===== src/rtl/sdram_cmd_sched.sv =====
// sdram_cmd_sched: two-requester round-robin scheduler that drives closed-page
// ACT -> READ/WRITE -> PRECHARGE sequences and periodic AUTO-REFRESH into the
// sdramc valid/ready command port.
module sdram_cmd_sched #(
    parameter int unsigned ADDR_WD      = 13,
    parameter int unsigned COL_WD       = 10,
    parameter int unsigned LEN_WD       = 12,
    parameter int unsigned REF_INTERVAL = 780,
    parameter logic [3:0]  CMD_ACT      = 4'd5,
    parameter logic [3:0]  CMD_RD       = 4'd6,
    parameter logic [3:0]  CMD_WR       = 4'd7,
    parameter logic [3:0]  CMD_PRE      = 4'd2,
    parameter logic [3:0]  CMD_REF      = 4'd1
) (
    input  logic                clk,
    input  logic                rst,
    input  logic                m0_valid,
    output logic                m0_ready,
    input  logic                m0_we,
    input  logic [1:0]          m0_ba,
    input  logic [ADDR_WD-1:0]  m0_row,
    input  logic [COL_WD-1:0]   m0_col,
    input  logic [LEN_WD-1:0]   m0_len,
    input  logic                m1_valid,
    output logic                m1_ready,
    input  logic                m1_we,
    input  logic [1:0]          m1_ba,
    input  logic [ADDR_WD-1:0]  m1_row,
    input  logic [COL_WD-1:0]   m1_col,
    input  logic [LEN_WD-1:0]   m1_len,
    output logic                gnt_id,
    output logic                busy,
    output logic                cmd_valid,
    output logic [3:0]          cmd,
    output logic [1:0]          cmd_ba,
    output logic [ADDR_WD-1:0]  row_addr,
    output logic [COL_WD-1:0]   col_addr,
    output logic [LEN_WD-1:0]   r_cmd_len,
    output logic [LEN_WD-1:0]   w_cmd_len,
    input  logic                cmd_ready,
    output logic                ref_miss
);

    localparam int unsigned CNT_WD = (REF_INTERVAL > 1) ? $clog2(REF_INTERVAL) : 1;

    typedef enum logic [2:0] {IDLE, REF, ACT, RW, PRE} state_t;

    state_t               state_q, state_d;
    logic                 cmd_valid_q, cmd_valid_d;
    logic [3:0]           cmd_q, cmd_d;
    logic [1:0]           cmd_ba_q, cmd_ba_d;
    logic [ADDR_WD-1:0]   row_addr_q, row_addr_d;
    logic [COL_WD-1:0]    col_addr_q, col_addr_d;
    logic [LEN_WD-1:0]    r_len_q, r_len_d;
    logic [LEN_WD-1:0]    w_len_q, w_len_d;
    logic                 gnt_id_q, gnt_id_d;
    logic                 busy_q, busy_d;
    logic                 ref_miss_q, ref_miss_d;
    logic                 ref_pend_q, ref_pend_d;
    logic [CNT_WD-1:0]    ref_cnt_q, ref_cnt_d;
    logic                 fav_q, fav_d;
    logic                 we_q, we_d;
    logic [1:0]           ba_q, ba_d;
    logic [ADDR_WD-1:0]   row_q, row_d;
    logic [COL_WD-1:0]    col_q, col_d;
    logic [LEN_WD-1:0]    len_q, len_d;

    logic ref_tc;
    logic ref_clr;
    logic fire;
    logic req_any;
    logic win1;

    // Arbitration: a lone requester wins, a tie goes to the favoured one
    always_comb begin
        win1    = (m0_valid && m1_valid) ? fav_q : m1_valid;
        req_any = (state_q == IDLE) && !ref_pend_q && (m0_valid || m1_valid);
        fire    = cmd_valid_q && cmd_ready;
        ref_tc  = (ref_cnt_q == CNT_WD'(REF_INTERVAL - 1));
    end

    assign m0_ready = req_any && !win1 && !rst;
    assign m1_ready = req_any && win1 && !rst;

    // Next-state, request latch, refresh bookkeeping and command fields
    always_comb begin
        state_d     = state_q;
        cmd_valid_d = cmd_valid_q;
        r_len_d     = r_len_q;
        w_len_d     = w_len_q;
        gnt_id_d    = gnt_id_q;
        fav_d       = fav_q;
        we_d        = we_q;
        ba_d        = ba_q;
        row_d       = row_q;
        col_d       = col_q;
        len_d       = len_q;
        ref_clr     = 1'b0;
        cmd_d       = '0;
        cmd_ba_d    = '0;
        row_addr_d  = '0;
        col_addr_d  = '0;

        case (state_q)
            IDLE: begin
                if (ref_pend_q) begin
                    state_d     = REF;
                    cmd_valid_d = 1'b1;
                end else if (req_any) begin
                    state_d     = ACT;
                    cmd_valid_d = 1'b1;
                    gnt_id_d    = win1;
                    fav_d       = ~win1;
                    we_d        = win1 ? m1_we  : m0_we;
                    ba_d        = win1 ? m1_ba  : m0_ba;
                    row_d       = win1 ? m1_row : m0_row;
                    col_d       = win1 ? m1_col : m0_col;
                    len_d       = win1 ? m1_len : m0_len;
                end
            end
            default: begin
                if (fire) begin
                    cmd_valid_d = 1'b0;
                    case (state_q)
                        REF: begin
                            state_d = IDLE;
                            ref_clr = 1'b1;
                        end
                        ACT: begin
                            state_d = RW;
                            if (we_q) w_len_d = len_q;
                            else      r_len_d = len_q;
                        end
                        RW:      state_d = PRE;
                        default: state_d = IDLE;
                    endcase
                end else begin
                    cmd_valid_d = 1'b1;
                end
            end
        endcase

        // Fields follow the state being entered so they are stable while waiting
        case (state_d)
            REF: cmd_d = CMD_REF;
            ACT: begin
                cmd_d      = CMD_ACT;
                cmd_ba_d   = ba_d;
                row_addr_d = row_d;
            end
            RW: begin
                cmd_d      = we_d ? CMD_WR : CMD_RD;
                cmd_ba_d   = ba_d;
                row_addr_d = row_d;
                col_addr_d = col_d;
            end
            PRE: begin
                cmd_d          = CMD_PRE;
                cmd_ba_d       = ba_d;
                row_addr_d     = row_d;
                row_addr_d[10] = 1'b1;
            end
            default: ;
        endcase

        busy_d     = (state_d != IDLE);
        ref_cnt_d  = ref_tc ? '0 : ref_cnt_q + CNT_WD'(1);
        ref_miss_d = ref_tc && ref_pend_q;
        ref_pend_d = ref_tc ? 1'b1 : (ref_clr ? 1'b0 : ref_pend_q);
    end

    // State and output registers
    always_ff @(posedge clk or posedge rst) begin
        if (rst) begin
            state_q     <= IDLE;
            cmd_valid_q <= 1'b0;
            cmd_q       <= '0;
            cmd_ba_q    <= '0;
            row_addr_q  <= '0;
            col_addr_q  <= '0;
            r_len_q     <= '0;
            w_len_q     <= '0;
            gnt_id_q    <= 1'b0;
            busy_q      <= 1'b0;
            ref_miss_q  <= 1'b0;
            ref_pend_q  <= 1'b0;
            ref_cnt_q   <= '0;
            fav_q       <= 1'b0;
            we_q        <= 1'b0;
            ba_q        <= '0;
            row_q       <= '0;
            col_q       <= '0;
            len_q       <= '0;
        end else begin
            state_q     <= state_d;
            cmd_valid_q <= cmd_valid_d;
            cmd_q       <= cmd_d;
            cmd_ba_q    <= cmd_ba_d;
            row_addr_q  <= row_addr_d;
            col_addr_q  <= col_addr_d;
            r_len_q     <= r_len_d;
            w_len_q     <= w_len_d;
            gnt_id_q    <= gnt_id_d;
            busy_q      <= busy_d;
            ref_miss_q  <= ref_miss_d;
            ref_pend_q  <= ref_pend_d;
            ref_cnt_q   <= ref_cnt_d;
            fav_q       <= fav_d;
            we_q        <= we_d;
            ba_q        <= ba_d;
            row_q       <= row_d;
            col_q       <= col_d;
            len_q       <= len_d;
        end
    end

    assign cmd_valid = cmd_valid_q;
    assign cmd       = cmd_q;
    assign cmd_ba    = cmd_ba_q;
    assign row_addr  = row_addr_q;
    assign col_addr  = col_addr_q;
    assign r_cmd_len = r_len_q;
    assign w_cmd_len = w_len_q;
    assign gnt_id    = gnt_id_q;
    assign busy      = busy_q;
    assign ref_miss  = ref_miss_q;

endmodule


===== config.mk =====
export PLATFORM = sky130hd
export DESIGN_NAME = sdram_cmd_sched
export DESIGN_NICKNAME = d
export VERILOG_FILES = /design/src/rtl/sdram_cmd_sched.sv
export SDC_FILE = /design/constraint.sdc
export NUM_CORES = 1
export LEC_CHECK = 0
export BUFFER_PORTS_ARGS = -buffer_cell sky130_fd_sc_hd__buf_2
export CAP_MARGIN = 20
export CORE_UTILIZATION = 50
export CTS_CLUSTER_SIZE = 12
export DETAILED_ROUTE_END_ITERATION = 6
export PLACE_DENSITY_LB_ADDON = 0.05
export SLEW_MARGIN = 5
export SYNTH_ARGS = -nofsm -noshare
export SYNTH_HDL_FRONTEND = slang
export SYNTH_SLANG_ARGS = --single-unit

===== constraint.sdc =====
create_clock -name clk -period 6.74 [get_ports clk]
set_input_delay 0.337 -clock clk [delete_from_list [all_inputs] [get_ports clk]]
set_output_delay 0.337 -clock clk [all_outputs]
set_load 0.005 [all_outputs]

## Word-level counts from Yosys, hierarchy flattened

Index checks and enable logic that the tools add are counted.

- Output and inout port bits: 59
- Bits in registers: 110
- Word-level logic and storage cells: 92
- Input bits: 81

- Add/sub/neg operators: 1
- Reductions and logical operators: 21
- Equality and inequality tests: 9
- Muxes and demuxes: 38
- Bitwise gates (word level): 4

Operators with widths:

| cell | count |
|---|---|
| two-way mux 10 bit | 6 |
| two-way mux 13 bit | 4 |
| one-hot mux 13 bit (2 select lines) | 1 |
| two-way mux 1 bit | 15 |
| == test 3 x 2 -> 1 bit, second input constant | 4 |
| two-way mux 12 bit | 1 |
| two-way mux 3 bit | 4 |
| one-hot mux 3 bit (4 select lines) | 1 |
| adder 10 x 1 -> 10 bit, second input constant | 1 |
| == test 10 bit, second input constant | 1 |
| two-way mux 2 bit | 5 |
| logical AND 1 bit | 9 |
| AND reduction 4 bit | 2 |
| == test 3 x 1 -> 1 bit, second input constant | 2 |
| one-hot mux 3 bit (2 select lines) | 1 |
| inverter 1 bit | 4 |
| == test 3 bit, second input constant | 1 |
| logical NOT 1 bit | 3 |
| logical NOT 3 bit | 1 |
| != test 3 bit, second input constant | 1 |
| AND reduction 3 bit | 1 |
| nonzero test 3 bit | 1 |
| OR reduction 3 bit | 1 |
| nonzero test 2 bit | 1 |
| 2 further kinds | 2 |

## Logic depth before layout (Yosys ltp)

Gate-level depths: netlist (run 1).

- Depth after elaboration: 9
- Gate-level depth with buffers: 6
- Gate-level depth less buffers: 5

## Worst setup path after synthesis (run 1)

OpenSTA, ideal clock, no wires.

- Kind: reg2reg
- Start: reg state_q[2]
- End: reg r_len_q[0] (netlist: r_cmd_len[0])
- Data arrival time: 1658 ps
- Required time: 6615 ps
- Library setup time: 125 ps
- Stages on the path, launching flop included: 6
- Period minus slack after synthesis: 1783 ps
- Buffers on the path: 2
- Slack: 4957 ps
- Cells stage by stage: dfrtp_1 buf_2 nand2b_1 nor4_1 buf_4 mux2_2

- Cells in the longest elaborated chain, start to end: 3
- Elaborated cells between the ends (all ways): 4
- Classes of those cells: eq/ne (1); bitwise (1); reduce/logical (2)

Ends and longest elaborated chain:

| what | RTL line | text |
|---|---|---|
| start, declared | 48 | `state_t state_q, state_d;` |
| start signal, assigned | 195 | `state_q <= state_d;` |
| logical NOT 3 bit | 104 | `case (state_q)` |
| inverter 1 bit (no source line) | -- |  |
| AND reduction 4 bit (no source line) * | -- |  |
| end signal, assigned | 201 | `r_len_q <= r_len_d;` |
| end, declared | 54 | `logic [LEN_WD-1:0] r_len_q, r_len_d;` |

Mark *: on every way between the ends. The rest lies on a longest branch, timed or not.
A chain may end at the register's enable or synchronous reset.

## Worst setup path after layout (run 1)

- Start: reg state_q[0]
- End: out m1_ready

- Cells in the longest elaborated chain, start to end: 5

Ends and longest elaborated chain:

| what | RTL line | text |
|---|---|---|
| logical NOT 3 bit | 77 | `req_any = (state_q == IDLE) && !ref_pend_q && (m0_valid \|\| m1_valid);` |
| logical AND 1 bit (2 in series) | 77 |  |
| logical AND 1 bit (2 in series) | 83 | `assign m1_ready = req_any && win1 && !rst;` |
| end, declared | 25 | `output logic m1_ready,` |

Every way passes these cells.

==> out/results.ini, run 1 <==
[route]
ant_nets = 0
drc = 0
num_vias = 3307
drt_iter0_drc = 263
post_drt_wl_per_cell_um = 15.4
postRouteWirelength_um = 9520
firstDrtPassIters = 4
viasPerCell = 5.36

[setup_path]
critPathSlowestCell = nor4_1
path_class = register to output port
crit_arrival_ns = 2.43
crit_start = state_q[0]
cp-end-kind = output port
reg2reg_to = row_addr[6]
crit_chain = nor4_1 > o21ai_2 > buf_4 > nor3_1 > buf_2
endpoint = m1_ready
cp_max_fo = 17
r2r_slack_ns = 4.06
cp.required_ns = 6.40
slowest_delay_ns = 0.61
reg2regPathDepth = 4
startpoint_type = register
worstReg2RegStart = state_q[0]

[timing]
finClkSkew_ns = 0.0136
finalSetupTns_ns = 0
period_share_pct = 41.1
finalHoldViolCount = 0
clock.fmax_mhz = 361
slew_viol_final = 0
tightest_slew_ns = 0.904
post-route-worst-setup-slack_ns = 3.97
finalCriticalPeriod_ns = 2.77
finalSetupViolations = 0
holdWs_ns = 0.0488
relSlewSlack_pct = 39.7
rsz0062_at_grt = false

[logic_synthesis]
yosysTopAreaCell = dfrtp_1
netlist_area_sq_um = 4510
synth.top_cell.area_share_pct = 60.4
synth-edff-count = 0
async_flop_share_pct = 100
syn_nets = 458
synth_area_per_cell_sq_um = 12.0
synth_seq_cells = 109
synth.distinct_cells = 45
yosysSeqAreaShare_pct = 60.4
synthTopCellsByArea = dfrtp_1 60%, mux2_2 6.0%, mux2i_1 3.1%
yosys-top-cells-count = 109 x dfrtp_1, 36 x nor2_1, 24 x mux2_2
synthCells = 376
post-synth-top-count-cell = dfrtp_1
ys.flop_type = dfrtp_1
synth.yosys.warnings = 0

[global_route]
grt_overflow = 0
grt_use_total_pct = 21.5
met2_usage_pct = 33.6
grt_pass1_wl_um = 16000
gr-usage-met3_pct = 5.13
grt.busiest_layer = met2
grt_max_degree = 61
grtUsageMet1_pct = 29.2
grt_pass1_vias = 3319
antenna_found_initial = 0

[cells_and_area]
final-seq-area_sq_um = 2730
antenna_cells = 0
post-route-util_pct = 62.2
syn2layout_area_growth_pct = 20.1
final_nets = 586
multi_input_area_sq_um = 1590
drive_gt1_share_pct = 39.1
fillers = 715

[power_and_ir_drop]
swShare_pct = 35.8
p_per_area_nw_per_um2 = 408
p_int_uw = 1420
power_uw = 2210
leakage_uw = 0.00272
clkPwrFrac_pct = 16.9
power_frac_comb_pct = 35.5
power_switching_uw = 791
ir_worst_vdd_mv = 0.211
pwr-share-seq_pct = 47.6

[clocking]
cts_max_path_buffers = 2
h-tree-depth = 3
cts_resized = 0
cts.sinks = 109
cts_tree = yes
cts_buffers = 9
clock_latency_ns = 0.36
ctsHoldBuffers = 0
cts_root_buffer = clkbuf_8
cts_setup_buffers = 0
clk_pin_slew_ns = 0.11

[job]
drv_cap = 0

[placed_design]
place_ws_ns = 4.05
io_buffers = 138
place.gp.congestion = 0.782
post-dp-hpwl_um = 6520

[outcome]
outcome = finished clean

[die]
die_w_um = 97.0
io_pins = 140
core.rowCount = 34
die_h_um = 97.0
dieArea_sq_um = 9410
start_util_pct = 51.8
core_sq_um = 8720

[min_path]
holdCritPathClass = input port to asynchronous set/reset pin

==> how the worst min path moves through the flow <==
stage                         endpoint  slack, ns  cells after the start
after detailed placement        gnt_id       0.46                      1
after global routing      r_cmd_len[7]       0.10                      2
after CTS                 w_cmd_len[9]       0.08                      2
after global placement          gnt_id       0.46                      1
after floorplan           ref_cnt_q[9]       0.45                      1
final                     r_cmd_len[9]       0.05                      2
==> registers in the layout (all words and copies together), names as in the netlist, 2 cells and up <==
| register | flops |
|---|---|
| row_addr | 13 |
| row_q | 13 |
| len_q | 12 |
| r_cmd_len | 12 |
| w_cmd_len | 12 |
| col_addr | 10 |
| col_q | 10 |
| ref_cnt_q | 10 |
| cmd | 3 |
| state_q | 3 |
| ba_q | 2 |
| cmd_ba | 2 |
==> logic make-up (layout without fill, tap and decap cells) <==
logic type | count (synthesis) | count (layout) | share of synthesized area [%]
fa+ha+maj | 1 | 1 | 0.277
xor+xnor | 8 | 8 | 1.55
flops | 109 | 109 | 60.4
buf+inv | 42 | 175 | 4.57
other cells | 1 | 1 | 0.0831
simple gates | 94 | 94 | 10.0
compound gates | 83 | 83 | 14.0
mux | 38 | 38 | 9.09
==> cells in the final DEF (no fill, tap or decap), types with 12 or more instances in the layout <==
cell type	count
a21oi_1	20
inv_1	16
nand2_1	22
a222oi_1	12
o21ai_0	16
buf_2	138
mux2_2	24
dfrtp_1	109
mux2i_1	14
a22oi_1	12
nor2_1	36
==> metal layers <==
| metal | vias to the layer above | part of all wire, % |
|---|---|---|
| li1 | 1587 | - |
| met2 | 98 | 48 |
| met5 | - | 0 |
| met1 | 1610 | 45 |
| met3 | 12 | 6.2 |
| met4 | 0 | 1.3 |
==> area by class of cell <==
type,count,area share [%]
Sequential cell,109,50.3
Multi-Input combinational cell,225,29.3
Timing Repair Buffer,142,13.3
Clock buffer,10,2.54
Tap cell,108,2.49
Inverter,17,1.22
Clock inverter,6,0.808
==> power groups by stage <==
stage               clock network (uW)  registers (uW)  logic [uW]
floorplan                            0            1040         536
global placement                     0            1060         769
detailed placement                   0            1070         792
CTS                                380            1050         794
global route                       408            1080         880
finish                             373            1050         786
==> critical path, delay by kind of cell (launching register included) <==
kind | cells | cell delay, ns
compound gates | 1 | 0.34
buf+inv | 2 | 0.45
flops | 1 | 0.53
simple gates | 2 | 0.75
==> through the flow <==
| step | instances | area (sq um) |
|---|---|---|
| 2_1_floorplan | 376 | 4510 |
| 3_3_place_gp | 600 | 5230 |
| 3_5_place_dp | 600 | 5230 |
| 4_1_cts | 616 | 5410 |
| 5_1_grt | 617 | 5420 |
| 6_report | 617 | 5420 |
Note: power is estimated with default switching activity, not from simulation.
==> inputs of run 2 (changes only) <==
CORE_UTILIZATION = 46   (was 50)
clock period = 2.45 ns   (was 6.74 ns; I/O delays follow)
==> out/results.ini, run 2 (synthesis results as in run 1) <==
[outcome]
outcome = complete, but fails checks
violations = design-rule violations

[die]
die_h_um = 101  ; +4.2%
core_sq_um = 9370  ; +7.5%
start_util_pct = 48.2  ; -3.6 points
die_w_um = 101  ; +4.2%
core.rowCount = 35  ; +2.9%
io_pins = 140  ; unchanged
dieArea_sq_um = 10200  ; +8.5%

[global_route]
antenna_found_initial = 0  ; unchanged
grt_use_total_pct = 20.8  ; -0.70 points
grt_pass1_vias = 3281  ; -1.1%
grt_overflow = 0  ; unchanged
grt_max_degree = 110  ; +80%
grt_pass1_wl_um = 16000  ; about the same

[timing]
slew_viol_final = 0  ; unchanged
finClkSkew_ns = 0.0139  ; +0.000325 ns
finalHoldViolCount = 0  ; unchanged
finalSetupViolations = 0  ; unchanged
period_share_pct = 93.3
finalCriticalPeriod_ns = 2.29
rsz0062_at_grt = false
relSlewSlack_pct = 51.3  ; +12 points
tightest_slew_ns = 0.729  ; -0.175 ns
clock.fmax_mhz = 437
holdWs_ns = 0.0192  ; -0.0296 ns
finalSetupTns_ns = 0  ; unchanged

[placed_design]
place.gp.congestion = 0.763  ; -2.5%
io_buffers = 138  ; unchanged
post-dp-hpwl_um = 6580  ; +0.96%

[setup_path]
cp-end-kind = output port
crit_arrival_ns = 2.16  ; -0.27 ns
path_class = register to output port
slowest_delay_ns = 0.55  ; -0.06 ns
cp.buffers_inverters = 2  ; unchanged
crit_chain = nor4_4 > o21ai_2 > buf_4 > nor3_1 > buf_2
cp.required_ns = 2.33  ; -4.07 ns
crit_family = flip-flops
cp_max_fo = 17  ; unchanged
startpoint_type = register
critPathSlowestCell = dfrtp_1

[cells_and_area]
syn2layout_area_growth_pct = 26.1
drive_gt1_share_pct = 37.9  ; -1.2 points
final_cell_mix = 138 x buf_2, 109 x dfrtp_1, 36 x nor2_1, 24 x mux2_2, 22 x nand2_1
final_common_cell = buf_2
final_nets = 609  ; +3.9%
fillers = 816  ; +14%
antenna_cells = 0  ; unchanged

[power_and_ir_drop]
ir_worst_vdd_mv = 0.548  ; +160%
pwr-share-seq_pct = 47.3  ; -0.3 points
p_per_area_nw_per_um2 = 1080  ; +160%
swShare_pct = 34.9  ; -0.86 points
power_switching_uw = 2140  ; +170%
power_frac_comb_pct = 36.9  ; +1.4 points
power_uw = 6130  ; +180%
p_int_uw = 3990  ; +180%
leakage_uw = 0.00282  ; +3.7%
clkPwrFrac_pct = 15.8  ; -1.1 points

[route]
ant_nets = 0  ; unchanged
postRouteWirelength_um = 10100  ; +6.2%
drc = 2  ; +2
drt_iter0_drc = 144  ; -45%
viasPerCell = 5.17  ; -3.6%
num_vias = 3404  ; +2.9%
dr.max_layer_used = met4
wl_met1_um = 4470  ; +5.3%
wl_met3_um = 507  ; -14%
post_drt_wl_per_cell_um = 15.4  ; -0.52%
firstDrtPassIters = 7  ; +3
wl_met2_um = 4940  ; +8.3%

[min_path]
holdCritPathClass = input port to register

[clocking]
clock_latency_ns = 0.37  ; about the same
cts_root_buffer = clkbuf_8
clk_pin_slew_ns = 0.10  ; about the same
cts_tree = yes
h-tree-depth = 3  ; unchanged
cts_max_path_buffers = 2  ; unchanged
cts.sinks = 109  ; unchanged
cts_buffers = 9  ; unchanged

[job]
drv_cap = 0  ; unchanged

[run 2: cell count changes in the layout (fill, tap and decap cells not counted), sizes merged]
cell and change:
inv -4, buf +4, clkbuf +2, dlygate4sd3 +19
[run 2: power groups by stage]
stage / combinational (uW) / clock [uW] / sequential [uW]
floorplan: 1470 / 0 / 2860
global placement: 2200 / 0 / 2910
detailed placement: 2260 / 0 / 2920
CTS: 2290 / 1010 / 2900
global route: 2530 / 1070 / 2990
finish: 2260 / 970 / 2900
[run 2: worst paths after layout]
check                           startpoint           end  slack [ns]  depth (start not counted)
max in group asynchronous              rst  ref_cnt_q[6]        1.53                          4
worst max-delay path            state_q[0]      m0_ready        0.16                          5
worst min register to register    col_q[7]      col_q[7]        0.48                          2
worst max register to register  state_q[0]   col_addr[1]        0.21                          4
min in group asynchronous              rst      len_q[7]        0.48                          4
worst min-delay path             m1_col[8]      col_q[8]        0.02                          3
[run 2: routing by layer]
metal / global-route usage, % / vias up
li1: - / 1620
met1: 25.9 / 1662
met2: 34.2 / 102
met3: 5.89 / 20
met4: 8.25 / 0
met5: 0 / -
[run 2: what timing repair did]
item                                    in CTS  in global routing
hold buffers                                19                  0
endpoints found under the setup margin       2                  2
endpoints found under the hold margin      120                  0
buffers inserted                             0                  0
gates resized for setup                      1                  1
[run 2: layout make-up]
class	instances	area [sq um]	area share (%)
clock buffer	12	155	2.73
clock inverter	2	10.0	0.176
inverter	17	67.6	1.19
multi-input combinational	225	1600	28.2
sequential	109	2730	47.9
tap	129	161	2.84
timing repair buffer	165	966	17.0
[run 2: worst min-delay path: stages]
cell and delay (ns):
buf_2 0.07, a222oi_1 0.09, inv_1 0.06
[run 2: metrics by stage]
stage | instance area (sq um) | util [%] | std cells | worst slack (ns)
after floorplan | 4520 | - | 376 | 0.667
after global placement | 5320 | 56.8 | 626 | 0.282
after detailed placement | 5320 | 56.8 | 626 | 0.222
after CTS | 5680 | 60.6 | 659 | 0.0350
after global routing | 5690 | 60.7 | 659 | 0.000614
final | 5690 | 60.7 | 659 | 0.163
